[src/rtl/fetch_unit.sv]
// Instruction fetch stage: owns the PC, requests words from instruction memory
// over a req/ready handshake, and presents them to the decoder on IR.
module fetch_unit #(
    parameter int                ADDR_W   = 12,
    parameter int                DATA_W   = 16,
    parameter logic [ADDR_W-1:0] RESET_PC = '0,
    parameter logic [3:0]        HALT_OP  = 4'hF
) (
    input  logic              clk,
    input  logic              rst,
    input  logic              halt_program,
    input  logic              stall,
    input  logic              branch_taken,
    input  logic [ADDR_W-1:0] branch_target,
    output logic              mem_req,
    output logic [ADDR_W-1:0] mem_addr,
    input  logic              mem_ready,
    input  logic [DATA_W-1:0] mem_rdata,
    output logic [DATA_W-1:0] IR,
    output logic              ir_valid,
    output logic [ADDR_W-1:0] PC,
    output logic              halted
);

    localparam logic [1:0] ST_FETCH = 2'd0;
    localparam logic [1:0] ST_HOLD  = 2'd1;
    localparam logic [1:0] ST_STOP  = 2'd2;

    logic [1:0]        state_reg, state_next;
    logic [ADDR_W-1:0] pc_reg, pc_next;
    logic [DATA_W-1:0] ir_reg, ir_next;
    logic              ir_valid_reg, ir_valid_next;
    logic              halted_reg, halted_next;
    logic              mem_req_reg, mem_req_next;
    logic              xfer_done;
    logic              is_halt_op;

    assign xfer_done  = (state_reg == ST_FETCH) && mem_req_reg && mem_ready;
    assign is_halt_op = (mem_rdata[DATA_W-1 -: 4] == HALT_OP);

    // One prioritised decision per edge: freeze > branch > completion > stall.
    always_comb begin
        state_next    = state_reg;
        pc_next       = pc_reg;
        ir_next       = ir_reg;
        ir_valid_next = ir_valid_reg;
        halted_next   = halted_reg;
        mem_req_next  = mem_req_reg;

        if (state_reg == ST_STOP) begin
            mem_req_next = 1'b0;
        end else if (halt_program) begin
            mem_req_next = 1'b0;
        end else if (branch_taken) begin
            pc_next       = branch_target;
            ir_valid_next = 1'b0;
            state_next    = ST_FETCH;
            mem_req_next  = 1'b1;
        end else if (xfer_done) begin
            ir_next       = mem_rdata;
            ir_valid_next = 1'b1;
            if (is_halt_op) begin
                halted_next  = 1'b1;
                state_next   = ST_STOP;
                mem_req_next = 1'b0;
            end else begin
                pc_next      = pc_reg + {{(ADDR_W-1){1'b0}}, 1'b1};
                mem_req_next = 1'b1;
            end
        end else if (state_reg == ST_FETCH) begin
            if (stall && ir_valid_reg) begin
                state_next   = ST_HOLD;
                mem_req_next = 1'b0;
            end else begin
                mem_req_next = 1'b1;
            end
        end else if (state_reg == ST_HOLD) begin
            if (!stall) begin
                state_next   = ST_FETCH;
                mem_req_next = 1'b1;
            end else begin
                mem_req_next = 1'b0;
            end
        end else begin
            state_next   = ST_FETCH;
            mem_req_next = 1'b0;
        end
    end

    always_ff @(posedge clk or negedge rst) begin
        if (!rst) begin
            state_reg    <= ST_FETCH;
            pc_reg       <= RESET_PC;
            ir_reg       <= '0;
            ir_valid_reg <= 1'b0;
            halted_reg   <= 1'b0;
            mem_req_reg  <= 1'b0;
        end else begin
            state_reg    <= state_next;
            pc_reg       <= pc_next;
            ir_reg       <= ir_next;
            ir_valid_reg <= ir_valid_next;
            halted_reg   <= halted_next;
            mem_req_reg  <= mem_req_next;
        end
    end

    assign mem_req  = mem_req_reg;
    assign mem_addr = pc_reg;
    assign IR       = ir_reg;
    assign ir_valid = ir_valid_reg;
    assign PC       = pc_reg;
    assign halted   = halted_reg;

endmodule

[config.mk]
export PLATFORM = sky130hd
export DESIGN_NAME = fetch_unit
export DESIGN_NICKNAME = d
export VERILOG_FILES = /design/src/rtl/fetch_unit.sv
export SDC_FILE = /design/constraint.sdc
export NUM_CORES = 1
export LEC_CHECK = 0
export CELL_PAD_IN_SITES_DETAIL_PLACEMENT = 0
export CELL_PAD_IN_SITES_GLOBAL_PLACEMENT = 1
export CORE_UTILIZATION = 33
export DETAILED_ROUTE_END_ITERATION = 16
export PLACE_DENSITY_LB_ADDON = 0.1
export SLEW_MARGIN = 40
export SYNTH_ARGS = -nofsm -noshare
export SYNTH_HDL_FRONTEND = slang
export SYNTH_SLANG_ARGS = --single-unit
[constraint.sdc]
create_clock -name clk -period 3.85 [get_ports clk]
set_input_delay 0.77 -clock clk [delete_from_list [all_inputs] [get_ports clk]]
set_output_delay 0.77 -clock clk [all_outputs]
set_load 0.01 [all_outputs]
==> metrics.txt, run 1 <==
Vias per Instance=5.06; cell taking the most area after synthesis=dfrtp_1; Synth Warn #=0; final wirelength=4.51 mm; Slew @ Worst Pin=662 ps; sequential share of the synthesized area=0.479; CP Data Arrival Time=2470 ps; met2 global-route usage=0.292; reg2reg end=PC[11]; die extent in x=74.3 um; NumNets Final=268; worst hold path type=reg2reg; placed cell count=293; pwr dens=271 nW/um2; detailed-route via count=1,523; final core utilization=0.525; initial core utilization=0.354; mean post-synth cell area=10.4 um2; dpl hpwl=3.27 mm; initial antenna violation count=0; number of global-route vias before repair=1,467; FF-to-FF Start=state_reg[1]; FF+latch count, synth=33; CTS Root Cell=clkbuf_8; DR WL/cell=15.0 um; GRT busiest layer=met2; global-route wire length before repair=7.02 mm; most frequent cell after synthesis=dfrtp_1; die area=5520 um2; Post-synth EDFFs=0; final worst slack=1550 ps; CTS Buf Count=5; GR Util met1=0.203; Iter 0 DRT Violations=101; Synth cell types=44; outcome=completed; met3 Usage GRT=0.0637; synthesized area=1730 um2; FF-to-FF setup slack=2140 ps; Slew Viols, Final=0; Mapped Cells=166; Diodes inserted=0; Max Cap Viol=0; Worst Hold Margin=489 ps; hold_sp=IR[10]; final setup vio count=0; share of layout cells above drive strength 1=0.141; Final min period=2300 ps; CTS tree=yes; Detailed Routing Iterations Pass 1=4; final clock skew=8.62 ps; reg2reg path depth=5; post-synthesis async set-or-reset flop share=1.00; clk buf depth=2; Post-CTS Hold Fix Bufs=0; slew margin rel.=0.559; Setup TNS=0 ps; CTS resizes=0; CTS sink count=33; Synth top cells by count=dfrtp_1, a21oi_1, nand2_1, buf_4, mux2_2; Largest register FFs=16; fin cells=301; Worst Path Max Fanout=20; hold endpoint=IR[10]; post-CTS setup buffer count=0; critical path launch point type=input port; syn nets=201; standard-cell rows=25; Fin. Hold Viols=0; leakage=1.07 nW; pre-CTS setup slack=1260 ps; Area Overhead vs Synth=48.6%; RSZ-0062 raised after global routing=false; height of the die=74.3 um; worst setup path startpoint=halt_program; I/O Buffers=76; antenna violation net count after detailed routing=0; Worst VDD drop=155 uV; Worst-Skew Late Latency=290 ps; clock slew at reported path FFs=70 ps; Worst Hold Depth=1; crit end category=flip-flop; Critical Path RT=4020 ps; Synth top area share=0.479; largest net degree at the start of global routing=34; grt total ovfl=0; fmax=434 MHz; Setup CP Type=in2reg; Final Cycle Share=0.599; Synth area leaders=dfrtp_1, mux2_2, buf_4, a21oi_1, nand2_1; Ports=77; Post-synth top flop=dfrtp_1; H-tree levels=2; gr usage total=0.173; drc violations=0; core area=4880 um2; GPL Wtd Cong=0.832
## per-stage QoR
step	power (mW)	area, um2
global route	0.726	2560
CTS	0.707	2560
detailed placement	0.411	2460
floorplan	0.365	1730
global placement	0.410	2460
finish	0.695	2560
## cells by family after synthesis
| family | after synthesis | share of synthesized area |
|---|---|---|
| AOI/OAI and AO/OA | 42 | 0.145 |
| buffers and inverters | 23 | 0.0841 |
| adders and majority gates | 1 | 0.00725 |
| muxes | 18 | 0.116 |
| and+or+nand+nor | 49 | 0.169 |
| DFF | 33 | 0.479 |
## worst max-delay path, stage by stage
cell and delay, ps:
clkdlybuf4s50_1 470, inv_1 170, o21a_1 580, o21ai_2 250, a21oi_1 170, a21oi_1 60
## cell usage in the layout (no fill, tap or decap), types with 2 or more instances in the layout
cell type,netlist,layout
dfrtp_1,33,33
nor3_1,3,3
mux2_2,13,13
buf_4,13,3
inv_1,3,3
o21a_1,2,2
o21ai_0,8,8
nand2_2,2,2
nor2_1,5,5
a31oi_1,2,2
clkdlybuf4s50_1,0,76
nand3_1,7,7
clkbuf_8,0,7
mux2i_1,2,2
nand4_1,4,4
a2bb2oi_1,2,2
mux2_1,3,3
a21oi_1,17,17
o22ai_1,4,4
nand2_1,14,14
and3_1,2,2
## report_power, final
part	total, mW	leakage, nW	switching (mW)	internal [mW]
Combinational	0.0574	0.556	0.0223	0.0351
Sequential	0.347	0.456	0	0.347
Clock	0.291	0.0542	0.130	0.162
## routing by layer
metal / part of all wire / up-vias
met5: 0 / -
met4: 0.014 / 0
met3: 0.077 / 8
met2: 0.51 / 67
met1: 0.40 / 715
li1: - / 733
## layout make-up
cell class | count | area, um2
fill | 472 | 2320
sequential | 33 | 826
timing repair buffer | 79 | 783
multi-input combinational | 110 | 754
clock buffer | 7 | 96.3
tap | 67 | 83.8
inverter | 4 | 15.0
clock inverter | 1 | 5.00
## worst max-delay path by stage
stage	endpoint	slack (ps)	cells past startpoint
2_1_floorplan	IR[5]	1920	5
6_report	PC[9]	1550	6
3_5_place_dp	PC[0]	1260	6
5_1_grt	PC[9]	1400	6
3_3_place_gp	PC[9]	1340	6
4_1_cts	PC[0]	1560	6
(Power assumes the default switching activity.)
==> inputs of run 2 (changes only) <==
--- a/config.mk
+++ b/config.mk
@@ -7,7 +7,7 @@
 export LEC_CHECK = 0
 export CELL_PAD_IN_SITES_DETAIL_PLACEMENT = 0
 export CELL_PAD_IN_SITES_GLOBAL_PLACEMENT = 1
-export CORE_UTILIZATION = 33
+export CORE_UTILIZATION = 28
 export DETAILED_ROUTE_END_ITERATION = 16
 export PLACE_DENSITY_LB_ADDON = 0.1
 export SLEW_MARGIN = 40
==> constraint.sdc (replaced) <==
create_clock -name clk -period 1.9 [get_ports clk]
set_input_delay 0.38 -clock clk [delete_from_list [all_inputs] [get_ports clk]]
set_output_delay 0.38 -clock clk [all_outputs]
set_load 0.01 [all_outputs]
==> metrics.txt, run 2 (synthesized netlist as in run 1, its figures left out) <==
fmax=583 MHz; Setup TNS=0 ps; most frequent cells in the layout=clkdlybuf4s50_1, dfrtp_1, a21oi_1; post-CTS setup buffer count=0; clk buf depth=2; standard-cell rows=28; CTS sink count=33; global-route wire length before repair=7.50 mm; Final min period=1720 ps; largest net degree at the start of global routing=34; Area Overhead vs Synth=52.1%; Worst Hold Margin=35.5 ps; most common cell after layout, fill and taps aside=clkdlybuf4s50_1; final worst slack=184 ps; antenna violation net count after detailed routing=0; GPL Wtd Cong=0.758; DR WL/cell=14.7 um; GRT busiest layer=met2; H-tree levels=2; critical path launch point type=flip-flop; Bufs and invs on worst path=1; Fin. Hold Viols=0; CTS Root Cell=clkbuf_8; Diodes inserted=0; Vias per Instance=4.93; pre-CTS setup slack=-102 ps; Slowest Stage Delay on Critical Path=580 ps; leakage=1.10 nW; Ports=77; Critical Path RT=1520 ps; number of global-route vias before repair=1,589; Worst-Skew Late Latency=280 ps; Slew Viols, Final=0; Worst Path Max Fanout=8; placed cell areas=2530 um2; FF-to-FF setup slack=280 ps; CP Data Arrival Time=1340 ps; height of the die=80.5 um; Final Cycle Share=0.903; share of layout cells above drive strength 1=0.177; Setup CP Type=reg2out; fin area=2620 um2; worst path cell trace=clkdlybuf4s50_1; GR Util met1=0.175; core area=5920 um2; CTS tree=yes; placed cell count=310; Slew @ Worst Pin=447 ps; final setup vio count=0; slew margin rel.=0.702; final wirelength=4.66 mm; met3 Usage GRT=0.0364; initial antenna violation count=0; dpl hpwl=3.50 mm; Post-CTS Hold Fix Bufs=0; worst hold path type=in2async; Worst VDD drop=354 uV; pwr dens=511 nW/um2; met2 global-route usage=0.273; Largest register FFs=16; outcome=completed; Max Cap Viol=0; gr usage total=0.154; Slowest cell on crit path=clkdlybuf4s50_1; final clock skew=2.68 ps; CTS Buf Count=5; detailed-route via count=1,569; Top delay family on crit path=buffers and inverters; drc violations=0; CTS resizes=0; crit end category=primary output; die extent in x=80.5 um; RSZ-0062 raised after global routing=false; Iter 0 DRT Violations=103; initial core utilization=0.291; die area=6480 um2; Detailed Routing Iterations Pass 1=4; clock slew at reported path FFs=70 ps; NumNets Final=277; fin cells=318; grt total ovfl=0; I/O Buffers=76
[run 2: cell types whose count changed in the layout (fill, tap and decap cells not counted), sizes merged]
cell | previous run | this run
clkinvlp | 0 | 1
clkdlybuf4s50 | 76 | 75
clkinv | 2 | 3
clkbuf | 7 | 5
buf | 3 | 13
[run 2: worst paths after layout]
path / cells after the start / start / to
max: 1 / PC[7] / PC[7]
min: 1 / rst / PC[6]
max reg2reg: 5 / PC[2] / PC[9]
min reg2reg: 1 / halted / halted
max in group asynchronous: 1 / rst / IR[6]
min in group clk: 1 / halted / halted
[run 2: report_power, final]
part           total [mW]  leakage [nW]  internal [mW]  switching (mW)
sequential          0.702         0.456          0.702               0
clock               0.520        0.0439          0.253           0.267
combinational       0.120         0.601         0.0739          0.0459
[run 2: layout make-up]
class	instances	area, um2
Multi-Input combinational cell	110	754
Clock buffer	5	68.8
Clock inverter	3	17.5
Timing Repair Buffer	88	848
Sequential cell	33	826
Fill cell	583	3300
Inverter	4	15.0
Tap cell	75	93.8
[run 2: per-stage QoR]
step                total power [mW]   util
floorplan                      0.739      -
CTS                             1.38  0.443
global route                    1.41  0.443
detailed placement             0.837  0.428
finish                          1.34  0.443
global placement               0.834  0.428
[run 2: routing by layer]
| layer | part of all wire | routed length, um |
|---|---|---|
| met5 | 0 | 0 |
| met4 | 0.011 | 53 |
| met3 | 0.054 | 254 |
| met2 | 0.52 | 2410 |
| met1 | 0.42 | 1950 |
